===== src/rtl/multi_timer_pkg.sv =====
// Shared definitions for the multi-channel timer: bus encodings, register map, CTRL bit layout.
// Latency: n/a (package).
// Backpressure: n/a (package).
package multi_timer_pkg;

    localparam int ADDR_W      = 32;
    localparam int WORD_W      = 32;
    localparam int MEM_COUNT_W = 2;
    localparam int MEM_CODE_W  = 2;

    // Access size on the request bus.
    typedef enum logic [MEM_COUNT_W-1:0] {
        MEM_COUNT_NONE = 2'd0,
        MEM_COUNT_BYTE = 2'd1,
        MEM_COUNT_HALF = 2'd2,
        MEM_COUNT_WORD = 2'd3
    } mem_count_t;

    localparam logic [MEM_CODE_W-1:0] MEM_CODE_NONE    = 2'd0;
    localparam logic [MEM_CODE_W-1:0] MEM_CODE_OK      = 2'd1;
    localparam logic [MEM_CODE_W-1:0] MEM_CODE_INVALID = 2'd2;

    // Per-channel register window.
    localparam int CH_STRIDE = 16;
    localparam logic [1:0] REG_CTRL    = 2'd0;
    localparam logic [1:0] REG_LOAD    = 2'd1;
    localparam logic [1:0] REG_COUNT   = 2'd2;
    localparam logic [1:0] REG_COMPARE = 2'd3;

    // CTRL bit positions.
    localparam int CTRL_EN      = 0;
    localparam int CTRL_LD      = 1;
    localparam int CTRL_DIR     = 2;
    localparam int CTRL_ONESHOT = 3;
    localparam int CTRL_IRQ_EN  = 4;
    localparam int CTRL_PRE_LSB = 8;

    // Register write request routed from the decoder to one channel.
    typedef struct packed {
        logic              vld;
        logic [1:0]        sel;
        logic [3:0]        be;
        logic [WORD_W-1:0] dat;
    } reg_wr_t;

    // Replace only the byte lanes selected by be.
    function automatic logic [WORD_W-1:0] merge_lanes(input logic [WORD_W-1:0] old_val,
                                                      input logic [WORD_W-1:0] new_val,
                                                      input logic [3:0]        be);
        logic [WORD_W-1:0] res;
        for (int i = 0; i < 4; i++) begin
            res[8*i +: 8] = be[i] ? new_val[8*i +: 8] : old_val[8*i +: 8];
        end
        return res;
    endfunction

endpackage


===== src/rtl/multi_timer_channel.sv =====
// One timer channel: prescaler, up/down counter, compare, one-shot/periodic, byte-lane register writes.
// Latency: register writes take effect on the request edge; evt is combinational for the tick edge.
// Backpressure: none, every write is accepted on the edge it is presented.
//
// Ports: clk/areset; wr = decoded write for this channel; *_q = read views (zero-extended
// to WORD_W); evt = expire or compare event this cycle; irq_en = CTRL.IRQ_EN.
module multi_timer_channel
    import multi_timer_pkg::*;
#(
    parameter int CNT_W = 32,
    parameter int PRE_W = 8
) (
    input  logic              clk,
    input  logic              areset,
    input  reg_wr_t           wr,
    output logic [WORD_W-1:0] ctrl_q,
    output logic [WORD_W-1:0] load_q,
    output logic [WORD_W-1:0] count_q,
    output logic [WORD_W-1:0] compare_q,
    output logic              evt,
    output logic              irq_en
);

    logic             en;
    logic             dir;
    logic             oneshot;
    logic             irq_en_r;
    logic [PRE_W-1:0] prescale;
    logic [PRE_W-1:0] pre_cnt;
    logic [CNT_W-1:0] load;
    logic [CNT_W-1:0] count;
    logic [CNT_W-1:0] compare;

    logic              ctrl_wr;
    logic              load_wr;
    logic              count_wr;
    logic              compare_wr;
    logic [WORD_W-1:0] ctrl_new;
    logic              ld;
    logic              tick;
    logic              tick_eff;
    logic              expire;
    logic [CNT_W-1:0]  tick_cnt;
    logic              unused_ctrl;

    always_comb begin
        ctrl_q                          = '0;
        ctrl_q[CTRL_EN]                 = en;
        ctrl_q[CTRL_DIR]                = dir;
        ctrl_q[CTRL_ONESHOT]            = oneshot;
        ctrl_q[CTRL_IRQ_EN]             = irq_en_r;
        ctrl_q[CTRL_PRE_LSB +: PRE_W]   = prescale;
    end

    assign load_q    = WORD_W'(load);
    assign count_q   = WORD_W'(count);
    assign compare_q = WORD_W'(compare);
    assign irq_en    = irq_en_r;

    always_comb begin
        ctrl_wr    = wr.vld && (wr.sel == REG_CTRL);
        load_wr    = wr.vld && (wr.sel == REG_LOAD);
        count_wr   = wr.vld && (wr.sel == REG_COUNT);
        compare_wr = wr.vld && (wr.sel == REG_COMPARE);
        ctrl_new   = merge_lanes(ctrl_q, wr.dat, wr.be);
        ld         = ctrl_wr && ctrl_new[CTRL_LD];

        tick   = en && (pre_cnt == prescale);
        expire = dir ? (count == '0) : (count == '1);
        if (expire) begin
            tick_cnt = oneshot ? count : load;
        end else begin
            tick_cnt = dir ? (count - CNT_W'(1)) : (count + CNT_W'(1));
        end
        // A bus write to COUNT or an LD strobe pre-empts the tick entirely,
        // including its event and any one-shot disable.
        tick_eff = tick && !count_wr && !ld;
        evt      = tick_eff && (expire || (tick_cnt == compare));
    end

    // Reserved CTRL bits are discarded on write.
    assign unused_ctrl = ^ctrl_new;

    always_ff @(posedge clk or posedge areset) begin
        if (areset) begin
            en       <= 1'b0;
            dir      <= 1'b0;
            oneshot  <= 1'b0;
            irq_en_r <= 1'b0;
            prescale <= '0;
            pre_cnt  <= '0;
            load     <= '0;
            count    <= '0;
            compare  <= '0;
        end else begin
            if (load_wr) begin
                load <= CNT_W'(merge_lanes(load_q, wr.dat, wr.be));
            end
            if (compare_wr) begin
                compare <= CNT_W'(merge_lanes(compare_q, wr.dat, wr.be));
            end
            if (ctrl_wr) begin
                en       <= ctrl_new[CTRL_EN];
                dir      <= ctrl_new[CTRL_DIR];
                oneshot  <= ctrl_new[CTRL_ONESHOT];
                irq_en_r <= ctrl_new[CTRL_IRQ_EN];
                prescale <= ctrl_new[CTRL_PRE_LSB +: PRE_W];
            end

            if (!en || tick) begin
                pre_cnt <= '0;
            end else begin
                pre_cnt <= pre_cnt + PRE_W'(1);
            end
            if (ld || (ctrl_wr && !ctrl_new[CTRL_EN])) begin
                pre_cnt <= '0;
            end

            if (count_wr) begin
                count <= CNT_W'(merge_lanes(count_q, wr.dat, wr.be));
            end else if (ld) begin
                count <= load;
            end else if (tick) begin
                count <= tick_cnt;
            end

            // One-shot expiry disables the channel even if CTRL is written this cycle.
            if (tick_eff && expire && oneshot) begin
                en <= 1'b0;
            end
        end
    end

endmodule


===== src/rtl/multi_timer.sv =====
// Memory-mapped N_CH-channel timer: address decode, read mux, shared W1C STATUS, level irq.
// Latency: read data/response code one cycle after the request edge; o_irq one cycle after a flag.
// Backpressure: none, a request is accepted on every edge where count != NONE.
//
// Ports: clk, areset (async, active-high); i_req_* = request (addr, lane-aligned wr data,
// wr_en, access size); o_res_rd_data/o_res_code = registered response; o_irq = level interrupt.
module multi_timer
    import multi_timer_pkg::*;
#(
    parameter logic [ADDR_W-1:0] ADDR_START = '0,
    parameter int                N_CH       = 4,
    parameter int                CNT_W      = 32,
    parameter int                PRE_W      = 8
) (
    input  logic                   clk,
    input  logic                   areset,
    input  logic [ADDR_W-1:0]      i_req_addr,
    input  logic [WORD_W-1:0]      i_req_wr_data,
    input  logic                   i_req_wr_en,
    input  logic [MEM_COUNT_W-1:0] i_req_count,
    output logic [WORD_W-1:0]      o_res_rd_data,
    output logic [MEM_CODE_W-1:0]  o_res_code,
    output logic                   o_irq
);

    localparam logic [ADDR_W-1:0] WIN_SIZE = ADDR_W'(CH_STRIDE * N_CH + 4);

    mem_count_t            req_cnt;
    logic [ADDR_W-5:0]     ch_field;
    logic [1:0]            word_sel;
    logic [1:0]            lane;
    logic                  req_vld;
    logic                  in_win;
    logic                  misalign;
    logic                  acc_ok;
    logic                  wr_ok;
    logic                  is_status;
    logic [3:0]            byte_en;
    logic [WORD_W-1:0]     rd_word;
    logic [N_CH-1:0]       status;
    logic [N_CH-1:0]       status_clr;
    logic [N_CH-1:0]       ch_evt;
    logic [N_CH-1:0]       ch_irq_en;
    logic [3:0][WORD_W-1:0] ch_rd [N_CH];

    assign req_cnt = mem_count_t'(i_req_count);

    always_comb begin
        // Addresses below ADDR_START wrap to large offsets and fall outside the window.
        {ch_field, word_sel, lane} = i_req_addr - ADDR_START;
        req_vld   = (req_cnt != MEM_COUNT_NONE);
        in_win    = ({ch_field, word_sel, lane} < WIN_SIZE);
        misalign  = ((req_cnt == MEM_COUNT_HALF) && lane[0]) ||
                    ((req_cnt == MEM_COUNT_WORD) && (lane != 2'd0));
        acc_ok    = req_vld && in_win && !misalign;
        wr_ok     = acc_ok && i_req_wr_en;
        is_status = (ch_field == (ADDR_W-4)'(N_CH));

        case (req_cnt)
            MEM_COUNT_BYTE: byte_en = 4'b0001 << lane;
            MEM_COUNT_HALF: byte_en = lane[1] ? 4'b1100 : 4'b0011;
            MEM_COUNT_WORD: byte_en = 4'b1111;
            default:        byte_en = 4'b0000;
        endcase

        rd_word = '0;
        for (int c = 0; c < N_CH; c++) begin
            if (ch_field == (ADDR_W-4)'(c)) begin
                rd_word = ch_rd[c][word_sel];
            end
        end
        if (is_status) begin
            rd_word = WORD_W'(status);
        end

        status_clr = (wr_ok && is_status && byte_en[0]) ? i_req_wr_data[N_CH-1:0] : '0;
    end

    for (genvar c = 0; c < N_CH; c++) begin : g_ch
        reg_wr_t ch_wr;

        assign ch_wr = '{vld: wr_ok && (ch_field == (ADDR_W-4)'(c)),
                         sel: word_sel,
                         be:  byte_en,
                         dat: i_req_wr_data};

        multi_timer_channel #(
            .CNT_W (CNT_W),
            .PRE_W (PRE_W)
        ) u_ch (
            .clk       (clk),
            .areset    (areset),
            .wr        (ch_wr),
            .ctrl_q    (ch_rd[c][REG_CTRL]),
            .load_q    (ch_rd[c][REG_LOAD]),
            .count_q   (ch_rd[c][REG_COUNT]),
            .compare_q (ch_rd[c][REG_COMPARE]),
            .evt       (ch_evt[c]),
            .irq_en    (ch_irq_en[c])
        );
    end

    always_ff @(posedge clk or posedge areset) begin
        if (areset) begin
            status        <= '0;
            o_irq         <= 1'b0;
            o_res_rd_data <= '0;
            o_res_code    <= MEM_CODE_NONE;
        end else begin
            // A hardware event wins over a same-cycle clear of that bit.
            status <= (status & ~status_clr) | ch_evt;
            o_irq  <= |(status & ch_irq_en);

            if (!req_vld) begin
                o_res_code    <= MEM_CODE_NONE;
                o_res_rd_data <= '0;
            end else if (!acc_ok) begin
                o_res_code    <= MEM_CODE_INVALID;
                o_res_rd_data <= '0;
            end else begin
                o_res_code    <= MEM_CODE_OK;
                o_res_rd_data <= i_req_wr_en ? '0 : rd_word;
            end
        end
    end

endmodule


===== config.mk =====
export PLATFORM = sky130hd
export DESIGN_NAME = multi_timer
export DESIGN_NICKNAME = d
export VERILOG_FILES = /design/src/rtl/multi_timer_pkg.sv /design/src/rtl/multi_timer_channel.sv /design/src/rtl/multi_timer.sv
export SDC_FILE = /design/constraint.sdc
export NUM_CORES = 2
export LEC_CHECK = 0
export ABC_AREA = 0
export ABC_CLOCK_PERIOD_IN_PS = 43000
export CAP_MARGIN = 10
export CELL_PAD_IN_SITES_DETAIL_PLACEMENT = 1
export CELL_PAD_IN_SITES_GLOBAL_PLACEMENT = 1
export CORE_UTILIZATION = 53
export DETAILED_ROUTE_END_ITERATION = 10
export GPL_TIMING_DRIVEN = 1
export PLACE_DENSITY = 0.89
export RECOVER_POWER = 25
export SLEW_MARGIN = 0
export SYNTH_ARGS = -nofsm -noshare
export SYNTH_HDL_FRONTEND = slang
export SYNTH_SLANG_ARGS = --single-unit

===== constraint.sdc =====
create_clock -name clk -period 43 [get_ports clk]
set_input_delay 12.9 -clock clk [delete_from_list [all_inputs] [get_ports clk]]
set_output_delay 12.9 -clock clk [all_outputs]
set_load 0.01 [all_outputs]

======== After elaboration in Yosys (flattened, before gate mapping) ========
Index checks and enable logic that the tools add are counted.
cells by class
  add/sub/neg operators ................... 12
  order comparisons ....................... 2
  equal/unequal tests ..................... 38
  shift operators ......................... 1
  mux-type cells .......................... 73
  bitwise logic cells ..................... 4
  reduce and logical (&&, ||, !) cells .... 162
operators by type and width
  kind                                                   number
  2-to-1 mux 32 bit                                      36
  binary-select mux 32 bit (select 2 bit)                4
  adder 32 x 1 -> 32 bit (second input constant)         4
  equality test 32 bit                                   4
  equality test 32 bit (second input constant)           4
  zero test 32 bit                                       4
  subtractor 32 x 1 -> 32 bit (second input constant)    4
  AND reduction 2 bit                                    56
  2-to-1 mux 8 bit                                       12
  logical AND 1 bit                                      59
  equality test 28 x 2 -> 1 bit (second input constant)  2
  adder 8 x 1 -> 8 bit (second input constant)           4
  equality test 8 bit                                    4
  < comparator 32 x 7 -> 1 bit (second input constant)   1
  != test 2 bit (second input constant)                  16
  equality test 28 x 1 -> 1 bit (second input constant)  1
  equality test 28 x 3 -> 1 bit (second input constant)  1
  zero test 28 bit                                       1
  zero test 1 bit                                        17
  logical OR 1 bit                                       13
  2-to-1 mux 1 bit                                       12
  2-to-1 mux 2 bit                                       6
  case mux 4 bit (3 select lines)                        1
  nonzero test 2 bit                                     6
  other kinds (11)                                       20
storage, ports and cells
  register bits ........................... 503
  input port bits ......................... 69
  word-level logic and storage cells ...... 368

======== Depth between registers and ports, before layout ========
  depth in word-level cells ............... 14
  gate-level depth with buffers ........... 16
  mapped depth without buffers ............ 14

======== Cells and area by module ========
Synthesis repeated with hierarchy kept, for this count alone.
second synthesis, totals
  cell total of the unflattened synthesis .. 4157
  area, all modules ....................... 39555.4 um^2
modules (own cells, without submodules)
  module               times used  cells each  area each (um^2)  sequential area each (um^2)
  multi_timer_channel  4           933         8531.9            2902.8
  multi_timer          1           425         5427.7            975.9

======== Least setup slack after synthesis ========
Ideal clock, no wire load.
  kind .................................... input port to flip-flop
  start point ............................. input port i_req_count[1]
  end point ............................... register status[3]
  arrival ................................. 15.791 ns
  data required time ...................... 42.934 ns
  slack ................................... 27.144 ns
  cell stages on the path ................. 14
  path buffers ............................ 1
  cell sequence ........................... clkbuf_1 > or2_2 > o2111ai_1 > or4b_2 > o31ai_1 > a21oi_1 > nand2_1 > or4b_1 > a2111oi_2 > nand4_1 > or4_1 > nor4_1 > nand4_1 > nand2_1
between the ends
  cells in the longest elaborated chain, start to end .. 13
ends and longest elaborated chain
  element                                                      line                                                     source
  from (decl)                                                  multi_timer.sv:20                                        input logic [MEM_COUNT_W-1:0] i_req_count,
  equality test 2 bit (on tied branches)                       multi_timer.sv:53, multi_timer.sv:59, multi_timer.sv:54
  logical AND 1 bit (on tied branches)                         multi_timer.sv:53, multi_timer.sv:54
  logical OR 1 bit                                             multi_timer.sv:53                                        misalign = ((req_cnt == MEM_COUNT_HALF) && lane[0]) ||
  zero test 1 bit                                              multi_timer.sv:55                                        acc_ok = req_vld && in_win && !misalign;
  logical AND 1 bit                                            multi_timer.sv:55
  logical AND 1 bit                                            multi_timer.sv:56                                        wr_ok = acc_ok && i_req_wr_en;
  logical AND 1 bit                                            multi_timer.sv:82                                        assign ch_wr = '{vld: wr_ok && (ch_field == (ADDR_W-4)'(c)),
  logical AND 1 bit (on tied branches)                         multi_timer_channel.sv:63, multi_timer_channel.sv:61
  zero test 1 bit / logical AND 1 bit (equally long branches)  multi_timer_channel.sv:77, multi_timer_channel.sv:66
  logical AND 1 bit / zero test 1 bit (equally long branches)  multi_timer_channel.sv:77                                tick_eff = tick && !count_wr && !ld;
  logical AND 1 bit                                            multi_timer_channel.sv:77
  logical AND 1 bit                                            multi_timer_channel.sv:78                                evt = tick_eff && (expire || (tick_cnt == compare));
  bitwise OR 4 bit *                                           multi_timer.sv:111                                       status <= (status & ~status_clr) | ch_evt;
  to (signal assigned)                                         multi_timer.sv:111
  to (decl)                                                    multi_timer.sv:40                                        logic [N_CH-1:0] status;
Mark *: on every way between the ends. The rest lies on a longest branch, timed or not.
A chain may end at the register's enable or synchronous reset.

==> load_flow_metrics.sql <==
INSERT INTO impl_metrics (metric_group, metric, value, unit) VALUES
('placed_design', 'port_buffers', '103', ''),
('placed_design', 'finalWeightedCongestion', '0.993', ''),
('critical_path', 'timing.critical_path.fanout_max', '169', ''),
('sta', 'setup_viol', '0', ''),
('detailed_routing', 'initialDrtViolationCount', '4590', ''),
('synth', 'post_synth_num_cell_types', '83', ''),
('flow_run', 'cap_violations', '2', ''),
('synth', 'postSynthCellCount', '4088', ''),
('placed_design', 'place_worst_setup_slack', '25.19', 'ns'),
('sta', 'drv_slew', '293', ''),
('final_layout', 'final_layout_size_suffix_gt1_share', '15.2', '%'),
('detailed_routing', 'detailroute.via_count', '36700', ''),
('detailed_routing', 'route.antenna.remaining_nets', '0', ''),
('detailed_routing', 'wl_per_cell', '32.0', 'um'),
('synth', 'synthesis.area_per_instance', '9.16', 'um^2'),
('power', 'irDropWorstVdd', '0.0000337', 'V'),
('final_layout', 'mostFrequentLayoutCell', 'sky130_fd_sc_hd__dfrtp_1', ''),
('cts', 'post_cts_resize_count', '0', ''),
('global_routing', 'grt_pass1_vias', '37300', ''),
('cts', 'clk_transition_reported_paths', '0.06', 'ns'),
('final_layout', 'highest_count_cells_in_the_layout_ignoring_fill_and_taps', 'sky130_fd_sc_hd__dfrtp_1, sky130_fd_sc_hd__mux2_2, sky130_fd_sc_hd__o21ai_0', ''),
('cts', 'clock_sink_count', '503', ''),
('sta', 'min_period', '26.11', 'ns'),
('global_routing', 'antenna_found_initial', '7', ''),
('detailed_routing', 'routed_wirelength', '162', 'mm'),
('critical_path', 'cp_data_arrival_time', '23.68', 'ns'),
('final_layout', 'area.growth.synth_to_final', '9.80', '%'),
('synth', 'yosys.area_share.adder', '4.36', '%'),
('cts', 'cts_tree', 'yes', ''),
('power', 'power.density', '25.4', 'nW/um^2'),
('synth', 'dominant_combinational_cell_family_by_area_after_synthesis', 'compound AO/OA/AOI/OAI gates', ''),
('critical_path', 'kind_of_critical_path', 'input pin to asynchronous set/reset pin', ''),
('synth', 'yosysWarnings', '0', ''),
('cts', 'cts.hold.buffers_added', '0', ''),
('cts', 'htreeDepth', '2', ''),
('final_layout', 'n_fill_cell', '7934', ''),
('critical_path', 'cp_data_required_time', '40.57', 'ns'),
('worst_hold_path', 'min-delay-path-class', 'register to register', ''),
('cts', 'cts-root-to-sink-buffers', '3', ''),
('floorplanning', 'chipWidth', '268', 'um'),
('floorplanning', 'die-area', '71700', 'um^2'),
('synth', 'ys.flop_type', 'sky130_fd_sc_hd__dfrtp_1', ''),
('detailed_routing', 'drc', '0', ''),
('detailed_routing', 'detail_route.first_pass.iterations', '5', ''),
('sta', 'final_hold_viol_count', '0', ''),
('critical_path', 'critical_path.endpoint_type', 'asynchronous set/reset pin', ''),
('global_routing', 'global_route.usage.total', '45.1', '%'),
('synth', 'synthesis.area', '37500', 'um^2'),
('critical_path', 'critical_path.startpoint_type', 'input pin', ''),
('synth', 'synth_fp_nets', '4285', ''),
('sta', 'worstMarginPinSlew', '9.56', 'ns'),
('final_layout', 'nNetsFinal', '4266', ''),
('final_layout', 'final-seq-area', '12600', 'um^2'),
('synth', 'synth-compound-area-share', '19.3', '%'),
('sta', 'finalCritPeriodShare', '60.7', '%'),
('status', 'failed_checks', 'capacitance limit, slew limit', ''),
('floorplanning', 'start_util', '53.5', '%'),
('sta', 'worst_rel_slew_slack', '-537', '%'),
('cts', 'worstSkewPairLatency', '0.65', 'ns'),
('synth', 'async_reset_ff_share', '100', '%'),
('floorplanning', 'placeableCoreArea', '70000', 'um^2'),
('synth', 'synth_sequential_area_ratio', '33.6', '%'),
('synth', 'synth_edf_count', '0', ''),
('cts', 'tritoncts.num_buffers', '56', ''),
('global_routing', 'globalRouteOverflowTotal', '0', ''),
('floorplanning', 'fp-row-count', '97', ''),
('power', 'power_leakage', '0.0186', 'uW'),
('floorplanning', 'io_pins', '104', ''),
('status', 'result_of_the_run', 'finished with violations', ''),
('sta', 'finalClockSkew', '0.0214', 'ns'),
('synth', 'post_synthesis_xor_xnor_area_fraction', '6.75', '%');
-- logic make-up (layout without fill, tap and decap cells) --
family / count (synthesis) / in the layout
AOI/OAI and AO/OA: 1150 / 1150
xor gates and xnor gates: 287 / 287
adders and majority gates: 128 / 128
buffers and inverters: 295 / 319
DFF: 503 / 503
muxes: 589 / 589
other: 0 / 10
and+or+nand+nor: 1136 / 1136
-- cell usage after synthesis (all sizes together), types with 8 or more instances --
library cell	instances	area, um^2
o21a	16	120
o22ai	39	244
or3	18	118
or2	12	75.1
a22oi	60	450
mux2	382	4300
nand4	65	407
dfrtp	503	12600
clkbuf	211	792
and4	13	114
ha	124	1550
nor2	338	1270
a31oi	39	244
o211ai	77	578
mux2i	159	1590
o31ai	15	113
buf	29	131
inv	54	203
a221oi	37	324
and3	55	344
nor2b	23	144
o21bai	17	128
a21oi	261	1310
nor3	57	285
nand2	341	1280
xor2	159	1390
nor4	61	388
nand3	73	365
a22o	49	429
a2111oi	8	82.6
o21ai	358	1790
nand2b	16	100
mux4	48	1080
and2	24	153
a21o	52	390
xnor2	127	1110
nor4b	8	76.3
a211oi	53	398
-- worst paths after layout --
kind	from	slack [ns]	cells after the start	endpoint
min in group asynchronous	areset	14.45	2	g_ch[3].u_ch.pre_cnt[3]
worst max register to register	g_ch[2].u_ch.dir	37.34	15	status[2]
worst max-delay path	areset	16.89	3	g_ch[0].u_ch.oneshot
max in group clk	i_req_addr[3]	25.50	16	status[0]
worst min-delay path	g_ch[0].u_ch.compare_q[16]	0.54	2	g_ch[0].u_ch.compare_q[16]
worst min register to register	g_ch[0].u_ch.compare_q[16]	0.54	2	g_ch[0].u_ch.compare_q[16]
-- flip-flops by register name, summed over array words and instances (netlist names) --
| signal | flops |
|---|---|
| g_ch.u_ch.compare_q | 128 |
| g_ch.u_ch.count_q | 128 |
| g_ch.u_ch.dir | 4 |
| g_ch.u_ch.en | 4 |
| g_ch.u_ch.irq_en | 4 |
| g_ch.u_ch.load_q | 128 |
| g_ch.u_ch.oneshot | 4 |
| g_ch.u_ch.pre_cnt | 32 |
| g_ch.u_ch.prescale | 32 |
| o_irq | 1 |
| o_res_code | 2 |
| o_res_rd_data | 32 |
| status | 4 |
-- critical path: stages --
cell and delay (ns):
sky130_fd_sc_hd__dlygate4sd3_1 0.55, sky130_fd_sc_hd__clkinvlp_2 3.10, sky130_fd_sc_hd__clkbuf_1 6.87
-- through the flow --
step	utilization, %	area [um^2]	power [uW]	std cells	hold slack (ns)
floorplan	-	37500	508	4088	0.456
global placement	56.0	39200	536	4951	0.504
detailed placement	56.0	39200	536	4951	0.521
CTS	58.7	41100	1040	5052	0.535
global route	58.7	41100	1060	5052	0.564
finish	58.7	41100	1040	5062	0.539
-- report_power, final --
group | switching (uW) | internal (uW)
registers | 0.00726 | 473
logic | 43.1 | 13.8
clock network | 223 | 289
total | 266 | 777
-- routing by layer --
metal | part of all wire (%) | global-route usage [%]
met1 | 37 | 56.6
met2 | 43 | 66.9
met3 | 12 | 12.9
met4 | 8.2 | 31.6
met5 | 0.021 | 0
-- cell type report --
| cell class | instances | area share [%] |
|---|---|---|
| multi-input cells | 3290 | 57.8 |
| clock inverters | 27 | 0.794 |
| well taps | 940 | 2.86 |
| repair buffers | 163 | 3.59 |
| clock buffers | 74 | 3.77 |
| diodes | 10 | 0.0609 |
| flip-flops and latches | 503 | 30.6 |
| inverters | 55 | 0.505 |
No activity file was read; power rests on OpenSTA's default activity.
